**config.mk**
```make
export PLATFORM = sky130hd
export DESIGN_NAME = bus_slave_responder
export DESIGN_NICKNAME = d
export VERILOG_FILES = /design/src/rtl/bus_slave_responder_pkg.sv /design/src/rtl/bus_slave_mem.sv /design/src/rtl/bus_slave_responder.sv
export SDC_FILE = /design/constraint.sdc
export NUM_CORES = 1
export LEC_CHECK = 0
export BUFFER_PORTS_ARGS = -buffer_cell sky130_fd_sc_hd__buf_2
export CAP_MARGIN = 20
export CORE_AREA = 3 3 107 109
export DETAILED_ROUTE_END_ITERATION = 12
export DIE_AREA = 0 0 110 112
export HOLD_SLACK_MARGIN = 0.08
export PLACE_DENSITY = 0.83
export RECOVER_POWER = 25
export SLEW_MARGIN = 0
export SYNTH_ARGS = -nofsm -noshare
export SYNTH_HDL_FRONTEND = slang
export SYNTH_SLANG_ARGS = --single-unit
```
**constraint.sdc**
```tcl
create_clock -name clk -period 5.9 [get_ports clk]
set_clock_uncertainty 0.2 [all_clocks]
set_input_delay 0.59 -clock clk [delete_from_list [all_inputs] [get_ports clk]]
set_output_delay 0.59 -clock clk [all_outputs]
set_load 0.02 [all_outputs]
```
**src/rtl/bus_slave_responder_pkg.sv**
```systemverilog
// -----------------------------------------------------------------------------
// bus_slave_responder_pkg
// Shared definitions for the 2-bit serial bus slave: FSM state encoding,
// transfer-mode constants, default beat counts and small elaboration helpers.
// -----------------------------------------------------------------------------
package bus_slave_responder_pkg;

  typedef enum logic [2:0] {
    IDLE  = 3'd0,
    ADDR  = 3'd1,
    WDATA = 3'd2,
    RWAIT = 3'd3,
    RDATA = 3'd4,
    DONE  = 3'd5
  } state_t;

  localparam logic MODE_READ  = 1'b0;
  localparam logic MODE_WRITE = 1'b1;

  localparam int DEFAULT_ADDR_WIDTH = 4;
  localparam int DEFAULT_DATA_WIDTH = 8;
  localparam int DEFAULT_ADDR_BEATS = DEFAULT_ADDR_WIDTH / 2;
  localparam int DEFAULT_DATA_BEATS = DEFAULT_DATA_WIDTH / 2;

  // Each beat carries two bits, MSB pair first.
  function automatic int beat_count(input int width);
    return width / 2;
  endfunction

  function automatic int max_int(input int a, input int b);
    return (a > b) ? a : b;
  endfunction

endpackage

```
**src/rtl/bus_slave_mem.sv**
```systemverilog
// -----------------------------------------------------------------------------
// bus_slave_mem
// 2**ADDR_WIDTH x DATA_WIDTH register file: synchronous write, combinational
// read, asynchronous active-low clear of every word.
// Ports:
//   clk    - clock
//   reset  - async active-low clear
//   we     - write enable (one word per cycle)
//   waddr  - write address
//   wdata  - write data
//   raddr  - read address
//   rdata  - combinational read data
// -----------------------------------------------------------------------------
module bus_slave_mem #(
  parameter int ADDR_WIDTH = 4,
  parameter int DATA_WIDTH = 8
) (
  input  logic                  clk,
  input  logic                  reset,
  input  logic                  we,
  input  logic [ADDR_WIDTH-1:0] waddr,
  input  logic [DATA_WIDTH-1:0] wdata,
  input  logic [ADDR_WIDTH-1:0] raddr,
  output logic [DATA_WIDTH-1:0] rdata
);

  logic [DATA_WIDTH-1:0] mem [2**ADDR_WIDTH];

  // NOTE: the words must read back as zero after reset, so the array is
  // cleared in the reset branch; this keeps it in flops rather than a RAM macro.
  always_ff @(posedge clk or negedge reset) begin
    if (!reset) begin
      for (int i = 0; i < 2**ADDR_WIDTH; i++) mem[i] <= '0;
    end else if (we) begin
      mem[waddr] <= wdata;
    end
  end

  assign rdata = mem[raddr];

endmodule

```
**src/rtl/bus_slave_responder.sv**
```systemverilog
// -----------------------------------------------------------------------------
// bus_slave_responder
// Slave end of the 2-bit serial system bus. Deserializes address and write
// data beats into a local register file; for reads, serializes the stored
// word back onto a 2-bit return lane after READ_WAIT idle cycles.
// Ports:
//   clk                - clock, rising edge
//   reset              - async active-low reset
//   sel                - slave selected; must stay high for the whole frame
//   bus_mode           - 1 = write, 0 = read; sampled on the first address beat
//   bus_valid          - beat present on bus_data_in
//   bus_data_in        - address / write-data beat, MSB pair first
//   bus_data_out       - read-data beat, MSB pair first (0 outside RDATA)
//   bus_data_out_valid - bus_data_out carries a beat
//   slave_ready        - high in IDLE only
//   done               - one-cycle pulse at frame completion
//   err                - one-cycle pulse after a frame is aborted
// -----------------------------------------------------------------------------
module bus_slave_responder
  import bus_slave_responder_pkg::*;
#(
  parameter int ADDR_WIDTH = DEFAULT_ADDR_WIDTH,
  parameter int DATA_WIDTH = DEFAULT_DATA_WIDTH,
  parameter int READ_WAIT  = 2
) (
  input  logic       clk,
  input  logic       reset,
  input  logic       sel,
  input  logic       bus_mode,
  input  logic       bus_valid,
  input  logic [1:0] bus_data_in,
  output logic [1:0] bus_data_out,
  output logic       bus_data_out_valid,
  output logic       slave_ready,
  output logic       done,
  output logic       err
);

  localparam int ADDR_BEATS = beat_count(ADDR_WIDTH);
  localparam int DATA_BEATS = beat_count(DATA_WIDTH);
  localparam int CNT_MAX    = max_int(max_int(ADDR_BEATS, DATA_BEATS), READ_WAIT);
  localparam int CNT_W      = $clog2(CNT_MAX + 1);

  localparam logic [CNT_W-1:0] ADDR_LAST = CNT_W'(ADDR_BEATS - 1);
  localparam logic [CNT_W-1:0] DATA_LAST = CNT_W'(DATA_BEATS - 1);
  localparam logic [CNT_W-1:0] WAIT_LAST = CNT_W'(READ_WAIT - 1);

  state_t                  state, state_next;
  logic                    mode;
  logic [CNT_W-1:0]        cnt;
  logic [ADDR_WIDTH-1:0]   addr_sr;
  logic [DATA_WIDTH-1:0]   data_sr;
  logic [DATA_WIDTH-1:0]   rd_data;
  logic                    err_q;
  logic                    beat_in;
  logic                    aborting;
  logic                    advance;
  logic                    mem_we;

  assign beat_in  = sel && bus_valid;
  // Losing sel mid-frame abandons the frame; IDLE and DONE are not mid-frame.
  assign aborting = !sel && (state != IDLE) && (state != DONE);

  // ---------------------------------------------------------------------------
  // State register
  // ---------------------------------------------------------------------------
  // NOTE: sequential state uses non-blocking assignments so every flop samples
  // pre-edge values regardless of process ordering.
  always_ff @(posedge clk or negedge reset) begin
    if (!reset) state <= IDLE;
    else        state <= state_next;
  end

  // ---------------------------------------------------------------------------
  // Next-state logic
  // ---------------------------------------------------------------------------
  // NOTE: state_next gets a default before the case so no path leaves it
  // unassigned, which would otherwise infer a latch.
  always_comb begin
    state_next = state;
    unique case (state)
      IDLE: begin
        if (beat_in) begin
          if (ADDR_BEATS == 1) state_next = (bus_mode == MODE_WRITE) ? WDATA : RWAIT;
          else                 state_next = ADDR;
        end
      end
      ADDR: begin
        if (aborting) state_next = IDLE;
        else if (beat_in && cnt == ADDR_LAST)
          state_next = (mode == MODE_WRITE) ? WDATA : RWAIT;
      end
      WDATA: begin
        if (aborting)                         state_next = IDLE;
        else if (beat_in && cnt == DATA_LAST) state_next = DONE;
      end
      RWAIT: begin
        if (aborting)              state_next = IDLE;
        else if (cnt == WAIT_LAST) state_next = RDATA;
      end
      RDATA: begin
        if (aborting)              state_next = IDLE;
        else if (cnt == DATA_LAST) state_next = DONE;
      end
      DONE:    state_next = IDLE;
      default: state_next = IDLE;
    endcase
  end

  // Counter steps on captured beats in ADDR/WDATA and on every cycle in
  // RWAIT/RDATA (read beats are gap-free).
  always_comb begin
    advance = 1'b0;
    if (state == ADDR || state == WDATA)      advance = beat_in;
    else if (state == RWAIT || state == RDATA) advance = 1'b1;
  end

  // ---------------------------------------------------------------------------
  // Datapath: beat counter, shift registers, mode latch, abort flag
  // ---------------------------------------------------------------------------
  always_ff @(posedge clk or negedge reset) begin
    if (!reset) begin
      mode    <= MODE_READ;
      cnt     <= '0;
      addr_sr <= '0;
      data_sr <= '0;
      err_q   <= 1'b0;
    end else begin
      err_q <= aborting;

      // The first address beat is captured in IDLE, so ADDR starts at one.
      if (state == IDLE)            cnt <= (state_next == ADDR) ? CNT_W'(1) : '0;
      else if (state_next != state) cnt <= '0;
      else if (advance)             cnt <= cnt + 1'b1;

      if (state == IDLE && beat_in) mode <= bus_mode;

      if ((state == IDLE || state == ADDR) && beat_in)
        addr_sr <= (addr_sr << 2) | ADDR_WIDTH'(bus_data_in);

      if (state == WDATA && beat_in)
        data_sr <= (data_sr << 2) | DATA_WIDTH'(bus_data_in);
      else if (state == RWAIT && state_next == RDATA)
        data_sr <= rd_data;
      else if (state == RDATA)
        data_sr <= data_sr << 2;
    end
  end

  // The word lands during DONE, so an aborted write never reaches memory.
  assign mem_we = (state == DONE) && (mode == MODE_WRITE);

  bus_slave_mem #(
    .ADDR_WIDTH (ADDR_WIDTH),
    .DATA_WIDTH (DATA_WIDTH)
  ) u_mem (
    .clk   (clk),
    .reset (reset),
    .we    (mem_we),
    .waddr (addr_sr),
    .wdata (data_sr),
    .raddr (addr_sr),
    .rdata (rd_data)
  );

  // Outputs decode from reset-cleared state, so reset clears them immediately.
  assign slave_ready        = (state == IDLE);
  assign done               = (state == DONE);
  assign err                = err_q;
  assign bus_data_out_valid = (state == RDATA);
  assign bus_data_out       = (state == RDATA) ? data_sr[DATA_WIDTH-1 -: 2] : 2'b00;

endmodule

```
Word-level counts from Yosys, hierarchy flattened:

Cells that the tools add are included.
W data, S select, Z words.

* bits in registers: 148
* RAM bits: 0
* latch bits: 0
* bits in read-only memories: 0
* memories kept: 0

* reduce and logical (&&, ||, !) cells: 19
* $mul: 0
* muxes and demuxes: 27
* bitwise logic cells: 3
* divide/modulo/power cells: 0
* $lt $le $gt $ge: 2
* shift operators: 0
* add/sub/neg operators: 1
* equality and inequality tests: 11

Operator list (count)
* $bwmux W128: 1
* $mux W8: 6
* $mux W3: 12
* $bmux W8 S4: 1
* $demux W8 S4: 1
* $pmux W3 S5: 1
* $logic_and A1 B1 Y1: 11
* $eq A3 B1 Y1 const B: 3
* $eq A3 B2 Y1 const B: 3
* $eq A3 B3 Y1 const B: 3
* $reduce_bool A3 Y1: 3
* $or A8 B2 Y8: 1
* $ge A5 B5 Y1 const B: 1
* $lt A5 B1 Y1 const B: 1
* $not A4 Y5: 1
* $mux W1: 4
* $or A4 B2 Y4: 1
* $add A3 B1 Y3 const B: 1
* $logic_not A3 Y1: 1
* $logic_or A1 B1 Y1: 3
* $ne A3 B3 Y1: 1
* $ne A3 B3 Y1 const B: 1
* $mux W2: 1
* $logic_not A1 Y1: 1

Longest topological paths before layout:

Gate-level depths: netlist of the first run.

* word-level depth: 9
* gate-level depth with buffers: 8

By module:

From an unflattened synthesis of the first run, not the netlist that was laid out.

* cells, all modules: 492
* area total of the unflattened synthesis: 7128.1 um2

Modules (own cells, without submodules)
* bus_slave_mem: cells each 365, instances 1, area an instance 5870.6 um2, sequential area each 3203.1 um2
* bus_slave_responder: cells each 127, instances 1, area an instance 1257.5 um2, sequential area each 500.5 um2

Worst setup path before layout of the first run:

Ideal clock, no wire load.

* path kind: input port to flip-flop
* start point: input bus_valid
* end point: register cnt[0]
* stages: 6
* library setup time: 121 ps
* slack: 3555 ps
* arrival: 2025 ps
* cells stage by stage: buf_2 -> nor4bb_1 -> a2111oi_0 -> a2111oi_0 -> nor3_1 -> a22o_1

* cells in the longest elaborated chain, start to end: 8
* elaborated cells between the ends (all ways): 16
* those cells by class: eq/ne: 2; mux: 10; reduce/logical: 4

Ends and longest elaborated chain
* start: declaration: RTL line bus_slave_responder.sv:30 `input logic bus_valid,`
* $logic_and A1 B1 Y1 *: RTL line bus_slave_responder.sv:60 `assign beat_in = sel && bus_valid;`
* $logic_and A1 B1 Y1, on equally long branches: RTL line bus_slave_responder.sv:95, bus_slave_responder.sv:90
* $mux W3, on equally long branches: RTL line bus_slave_responder.sv:95, bus_slave_responder.sv:90
* $mux W3, on equally long branches: RTL line bus_slave_responder.sv:94, bus_slave_responder.sv:89
* $pmux W3 S5: RTL line bus_slave_responder.sv:81 `unique case (state)`
* $ne A3 B3 Y1 / $eq A3 B1 Y1 (equally long branches): RTL line bus_slave_responder.sv:133, bus_slave_responder.sv:132
* $mux W3 / $mux W1 (equally long branches): RTL line bus_slave_responder.sv:133, bus_slave_responder.sv:132
* $mux W3: RTL line bus_slave_responder.sv:132 `if (state == IDLE) cnt <= (state_next == ADDR) ? CNT_W'(1) : '0;`
* end signal: assignment: RTL line bus_slave_responder.sv:132
* end signal: assignment: RTL line bus_slave_responder.sv:134 `else if (advance) cnt <= cnt + 1'b1;`
* end: declaration: RTL line bus_slave_responder.sv:50 `logic [CNT_W-1:0] cnt;`

Mark *: on every way between the ends. The rest lies on a longest branch, timed or not.
A chain may end at the register's enable or synchronous reset.

Worst setup path in the final report of the first run:

* start point: register addr_sr[0]
* end point: register u_mem.mem[48] in the netlist's numbering

* cells in the longest elaborated chain, start to end: 6
* elaborated cells between the ends (all ways): 7
* those cells by class: order compare: 2; mux: 3; bitwise: 1; reduce/logical: 1

Ends and longest elaborated chain
* start: declaration: RTL line bus_slave_responder.sv:51 `logic [ADDR_WIDTH-1:0] addr_sr;`
* start signal: assignment: RTL line bus_slave_responder.sv:139 `addr_sr <= (addr_sr << 2) | ADDR_WIDTH'(bus_data_in);`
* $not A4 Y5 (not written as such) *: RTL line bus_slave_mem.sv:35 `mem[waddr] <= wdata;`
* $ge A5 B5 Y1 (not written as such) / $lt A5 B1 Y1 (equally long branches): RTL line bus_slave_mem.sv:35
* $logic_and A1 B1 Y1 (not written as such): RTL line bus_slave_mem.sv:35
* $mux W8 (not written as such): RTL line bus_slave_mem.sv:35
* $demux W8 S4 *: RTL line bus_slave_mem.sv:35
* $bwmux W128 *: RTL line bus_slave_mem.sv:35
* end signal: indexed assignment: RTL line bus_slave_mem.sv:35
* end: declaration: RTL line bus_slave_mem.sv:27 `logic [DATA_WIDTH-1:0] mem [2**ADDR_WIDTH];`

Marked as above.

==> impl_metrics.yaml, run 1 <==
grt:
  grt_use_total_pct: 27.6
  grt_max_degree: 77
  grt_pass1_wl_um: 25200
  grt_pass1_vias: 4622
  grt_overflow_total: 0
  antenna_found_initial: 1
timing:
  rsz0062_at_grt: "no"
  min_period_ns: 2.93
  worstMarginPinSlew_ns: 0.916
  finalMaxSlewViolations: 0
  setup_viol: 0
  hold_violations: 0
  fin_setup_tns_ns: 0
  slew_headroom_pct: 38.7
  fmax_ghz: 0.341
  fin_crit_sh_pct: 49.6
synth:
  synthDistinctLibCells: 45
  synth_edf_count: 0
  syn_inst: 499
  yosys.area.top_type_share_pct: 52.3
  ys.flop_type: "dfrtp_1"
  ys_seq_area_share_pct: 52.3
  synthTopCellsByCount: "dfrtp_1 (148), mux2_2 (131), mux4_2 (32)"
  async_flop_share_pct: 100
  avgSynthCellArea_um2: 14.2
  synthTopCellsByArea: "dfrtp_1 (52%), mux2_2 (21%), mux4_2 (10%)"
  synth-seq-cells: 148
  ys_warn_count: 0
  netlist_area_um2: 7090
  syn-num-nets: 509
  synth_area_leader_cell: "dfrtp_1"
  yosysMostFrequentCell: "dfrtp_1"
critical_path:
  crit_fanout: 23
  arrival_ns: 3.14
  crit_type: "flip-flop to flip-flop"
  setup.worst_path.start: "addr_sr[0]"
  crit_required_ns: 6.12
  cp-start-kind: "flip-flop"
  reg2reg_depth: 4
  end_kind: "flip-flop"
  r2r-start: "addr_sr[0]"
clocking:
  clkTransAtPathRegs_ns: 0.06
  cts_tree: "done"
  post_cts_resized: 0
  cts_root_buffer: "clkbuf_8"
  clkLatencyLatePin_ns: 0.54
  max-clock-path-buffers: 2
  cts_inserted_buffers: 17
  cts.sinks: 148
  htree_levels: 4
routing:
  totalWireLength_um: 15400
  drtAntennaViolNets: 0
  drt_iter0_markers: 465
  drc: 0
  drtPass1Iterations: 5
  vias: 4377
  wl_per_cell_um: 23.5
  via_per_inst: 6.66
worst_hold_path:
  holdPathStages: 2
  hp-class: "primary input to flip-flop"
  hold_start: "bus_data_in[0]"
finish:
  fillCellCount: 627
  finalNetCount: 514
  syn_to_final_growth_pct: 11.3
  drive_above_1_share_pct: 42.7
  diodes: 0
place:
  hpwl_um: 9430
  portBuffers: 12
  gp_congestion: 0.856
pwr:
  peakVddDrop_v: 0.000255
  leakage_nw: 3.73
  p_total_mw: 2.43
  power_density_nw_per_um2: 308
run_status:
  status: "complete, no violations"
die:
  die_h_um: 112
  core_um2: 10700
  initial_core_util_pct: 66.2
  fp.dieW_um: 110
  num_io_pins: 13
  placementRows: 38
  die_area_um2: 12300
run:
  cap_viol_max_count: 0
## flip-flops by register name (all words and copies together) (netlist names)
register	count
state	3
err	1
mode	1
u_mem.mem	128
data_sr	8
cnt	3
addr_sr	4
## logic make-up after synthesis
group / after synthesis / synth area share [%]
AOI/OAI and AO/OA: 45 / 4.48
adders and majority gates: 3 / 0.530
buffers and inverters: 39 / 2.31
DFF: 148 / 52.3
muxes: 181 / 33.6
and+or+nand+nor: 83 / 6.85
## what timing repair did
action                    CTS  global route
setup buffers               0             0
hold endpoints to repair   76             0
hold buffers                2             0
## cell usage in the layout, fill, tap and decap left out, types with 7 or more instances in the layout
cell type / netlist / layout
a21oi_1: 10 / 10
buf_2: 8 / 11
clkbuf_16: 0 / 16
dfrtp_1: 148 / 147
mux2_2: 131 / 131
mux2i_1: 16 / 16
mux4_2: 32 / 32
nand2_1: 16 / 16
nand2b_1: 11 / 11
nor2_1: 14 / 14
nor2b_1: 11 / 11
o21ai_0: 7 / 7
## cell type report
class / instances / area [um^2] / area share, %
multi-input combinational: 312 / 3220 / 40.8
sequential: 148 / 3700 / 47.0
clock inverter: 13 / 205 / 2.60
inverter: 6 / 22.5 / 0.285
timing repair buffer: 19 / 121 / 1.54
clock buffer: 19 / 442 / 5.60
tap: 140 / 175 / 2.22
## per-stage QoR
step           hold slack [ns]  cells  setup WS, ns  cell area (um^2)  util [%]
3_3_place_gp             0.263    622          3.02              7220      67.5
4_1_cts                 0.0967    656          2.95              7890      73.7
2_1_floorplan           0.0944    499          3.55              7090         -
3_5_place_dp             0.288    622          2.97              7220      67.5
5_1_grt                  0.108    657          2.81              7890      73.8
6_report                 0.122    657          2.97              7890      73.8
## final timing paths
| path | to | slack (ns) |
|---|---|---|
| min in group asynchronous | cnt[2] | 0.44 |
| hold / removal | data_sr[0] | 0.12 |
| setup / recovery | u_mem.mem[48] | 2.97 |
| setup reg to reg | u_mem.mem[48] | 2.97 |
| hold reg to reg | u_mem.mem[126] | 0.29 |
| max in group asynchronous | addr_sr[0] | 3.66 |
## report_power, final
group / switching, mW / internal [mW]
sequential: 0.0626 / 1.03
clock: 0.416 / 0.751
combinational: 0.102 / 0.0684
total: 0.581 / 1.85
## layer usage
layer  track usage [%]  vias to the layer above  routed length, um
met1              37.3                     2283               6320
met2              43.6                      175               7790
li1                  -                     1880                  -
met4              10.3                        2                402
met5                 0                        -                 11
met3              6.90                       37                900
## worst max-delay path: stages, from the launching register on
cell	delay (ns)
dfrtp_2	0.72
buf_4	0.48
nand4b_1	0.24
nor2_1	0.73
mux2_2	0.42
Power figures use the tool's default switching activity.
==> inputs of run 2 (changes only) <==
- CORE_AREA: 3 3 107 109 -> 3 3 111 113
- DIE_AREA: 0 0 110 112 -> 0 0 114 116
- PLACE_DENSITY: 0.83 -> 0.78
- clock period: 5.9 -> 2.9 ns (I/O delays scaled with it)
==> impl_metrics.yaml, run 2 (synthesis gave the netlist of run 1 again) <==
routing:
  drc: 0
  via_per_inst: 6.49
  wl_per_cell_um: 23.1
  drt_iter0_markers: 462
  drtPass1Iterations: 4
  totalWireLength_um: 15600
  drtAntennaViolNets: 0
  vias: 4381
grt:
  grt_overflow_total: 0
  grt_pass1_wl_um: 25300
  grt_use_total_pct: 25.7
  grt_pass1_vias: 4649
  grt_max_degree: 68
  antenna_found_initial: 0
timing:
  fmax_ghz: 0.384
  slew_headroom_pct: -4.15
  finalMaxSlewViolations: 60
  fin_crit_sh_pct: 89.7
  setup_viol: 0
  hold_violations: 0
  fin_hold_ws_ns: 0.209
  fin_ws_ns: 0.299
  min_period_ns: 2.60
  fin_setup_tns_ns: 0
  worstMarginPinSlew_ns: 1.56
  rsz0062_at_grt: "no"
finish:
  fin_util_pct: 69.7
  finalNetCount: 531
  top_regs: "u_mem.mem (128), data_sr (8), addr_sr (4)"
  drive_above_1_share_pct: 43.0
  fin_area_um2: 7960
  fin_cells: 675
  layout_commonest_cell: "dfrtp_1"
  final_cell_mix: "dfrtp_1 (147), mux2_2 (131), mux4_2 (32), clkbuf_16 (17), buf_4 (17)"
  largest_reg_flops: 128
  diodes: 0
  fillCellCount: 774
  largest_register: "u_mem.mem"
  syn_to_final_growth_pct: 12.3
critical_path:
  reg2reg_depth: 5
  end_kind: "flip-flop"
  arrival_ns: 2.70
  crit_type: "flip-flop to flip-flop"
  crit_required_ns: 3.00
  crit_fanout: 16
  cp-start-kind: "flip-flop"
run_status:
  status: "finished with violations"
  violations: "capacitance limit, slew limit"
die:
  fp.dieW_um: 114
  die_area_um2: 13200
  die_h_um: 116
  core_um2: 11400
  num_io_pins: 13
  placementRows: 39
  initial_core_util_pct: 62.1
run:
  cap_viol_max_count: 1
clocking:
  post-cts-setup-buffers: 0
  clkLatencyLatePin_ns: 0.42
  htree_levels: 4
  cts_root_buffer: "clkbuf_16"
  clkTransAtPathRegs_ns: 0.06
  max-clock-path-buffers: 2
  cts_tree: "done"
  cts.sinks: 148
  cts_inserted_buffers: 17
  post_cts_resized: 0
worst_hold_path:
  hp-class: "primary input to flip-flop"
  holdPathStages: 5
pwr:
  peakVddDrop_v: 0.000523
  leakage_nw: 3.78
  power_density_nw_per_um2: 597
  p_total_mw: 4.75
place:
  dpl_worst_slack_ns: 0.363
  hpwl_um: 9950
  place_inst: 640
  portBuffers: 12
  gp_congestion: 0.887
  place_area_um2: 7350
==> run 2: changes by cell type in the layout (fill, tap and decap cells not counted), sizes merged <==
cell         change
clkbuf           +3
bufinv           -2
clkinvlp         -1
inv              +1
clkinv           -1
dlygate4sd3      +3
buf             +12
==> run 2: where the power goes <==
group | internal [mW] | total (mW) | switching (mW)
sequential | 2.10 | 2.25 | 0.152
clock | 1.34 | 2.15 | 0.815
combinational | 0.155 | 0.351 | 0.196
total | 3.59 | 4.75 | 1.16
==> run 2: cell type report <==
| class | count | area, um^2 | area share (%) |
|---|---|---|---|
| multi-input combinational | 312 | 3220 | 40.5 |
| tap | 143 | 179 | 2.25 |
| clock inverter | 10 | 134 | 1.68 |
| sequential | 148 | 3700 | 46.6 |
| clock buffer | 20 | 437 | 5.49 |
| inverter | 6 | 22.5 | 0.283 |
| timing repair buffer | 36 | 262 | 3.29 |
==> run 2: worst paths after layout <==
| check | slack (ns) | from | to |
|---|---|---|---|
| max in group asynchronous | 0.60 | reset | u_mem.mem[93] |
| hold / removal | 0.21 | bus_valid | state[2] |
| setup reg to reg | 0.30 | state[2] | u_mem.mem[126] |
| hold reg to reg | 0.30 | u_mem.mem[43] | u_mem.mem[43] |
| min in group asynchronous | 0.58 | reset | u_mem.mem[94] |
| setup / recovery | 0.30 | state[2] | u_mem.mem[126] |
==> run 2: per-layer routing <==
layer	part of all wire [%]	up-vias	wire, um	GRT usage, %
met5	0	-	0	0
met4	2.9	0	448	11.0
met3	5.3	29	833	6.11
met2	50	142	7760	42.0
met1	42	2301	6550	33.3
li1	-	1909	-	-
==> run 2: critical path, cell delays in order (launching register included) <==
cell and delay [ns]:
dfrtp_1 0.58, and3b_1 0.33, nand2_1 0.07, or3_1 0.49, nor3_4 0.41, mux2_1 0.39
==> run 2: repair_timing <==
| action | CTS | global route |
|---|---|---|
| hold buffers | 5 | 0 |
| hold endpoints to repair | 66 | 0 |
| endpoints found under the setup margin | 0 | 0 |
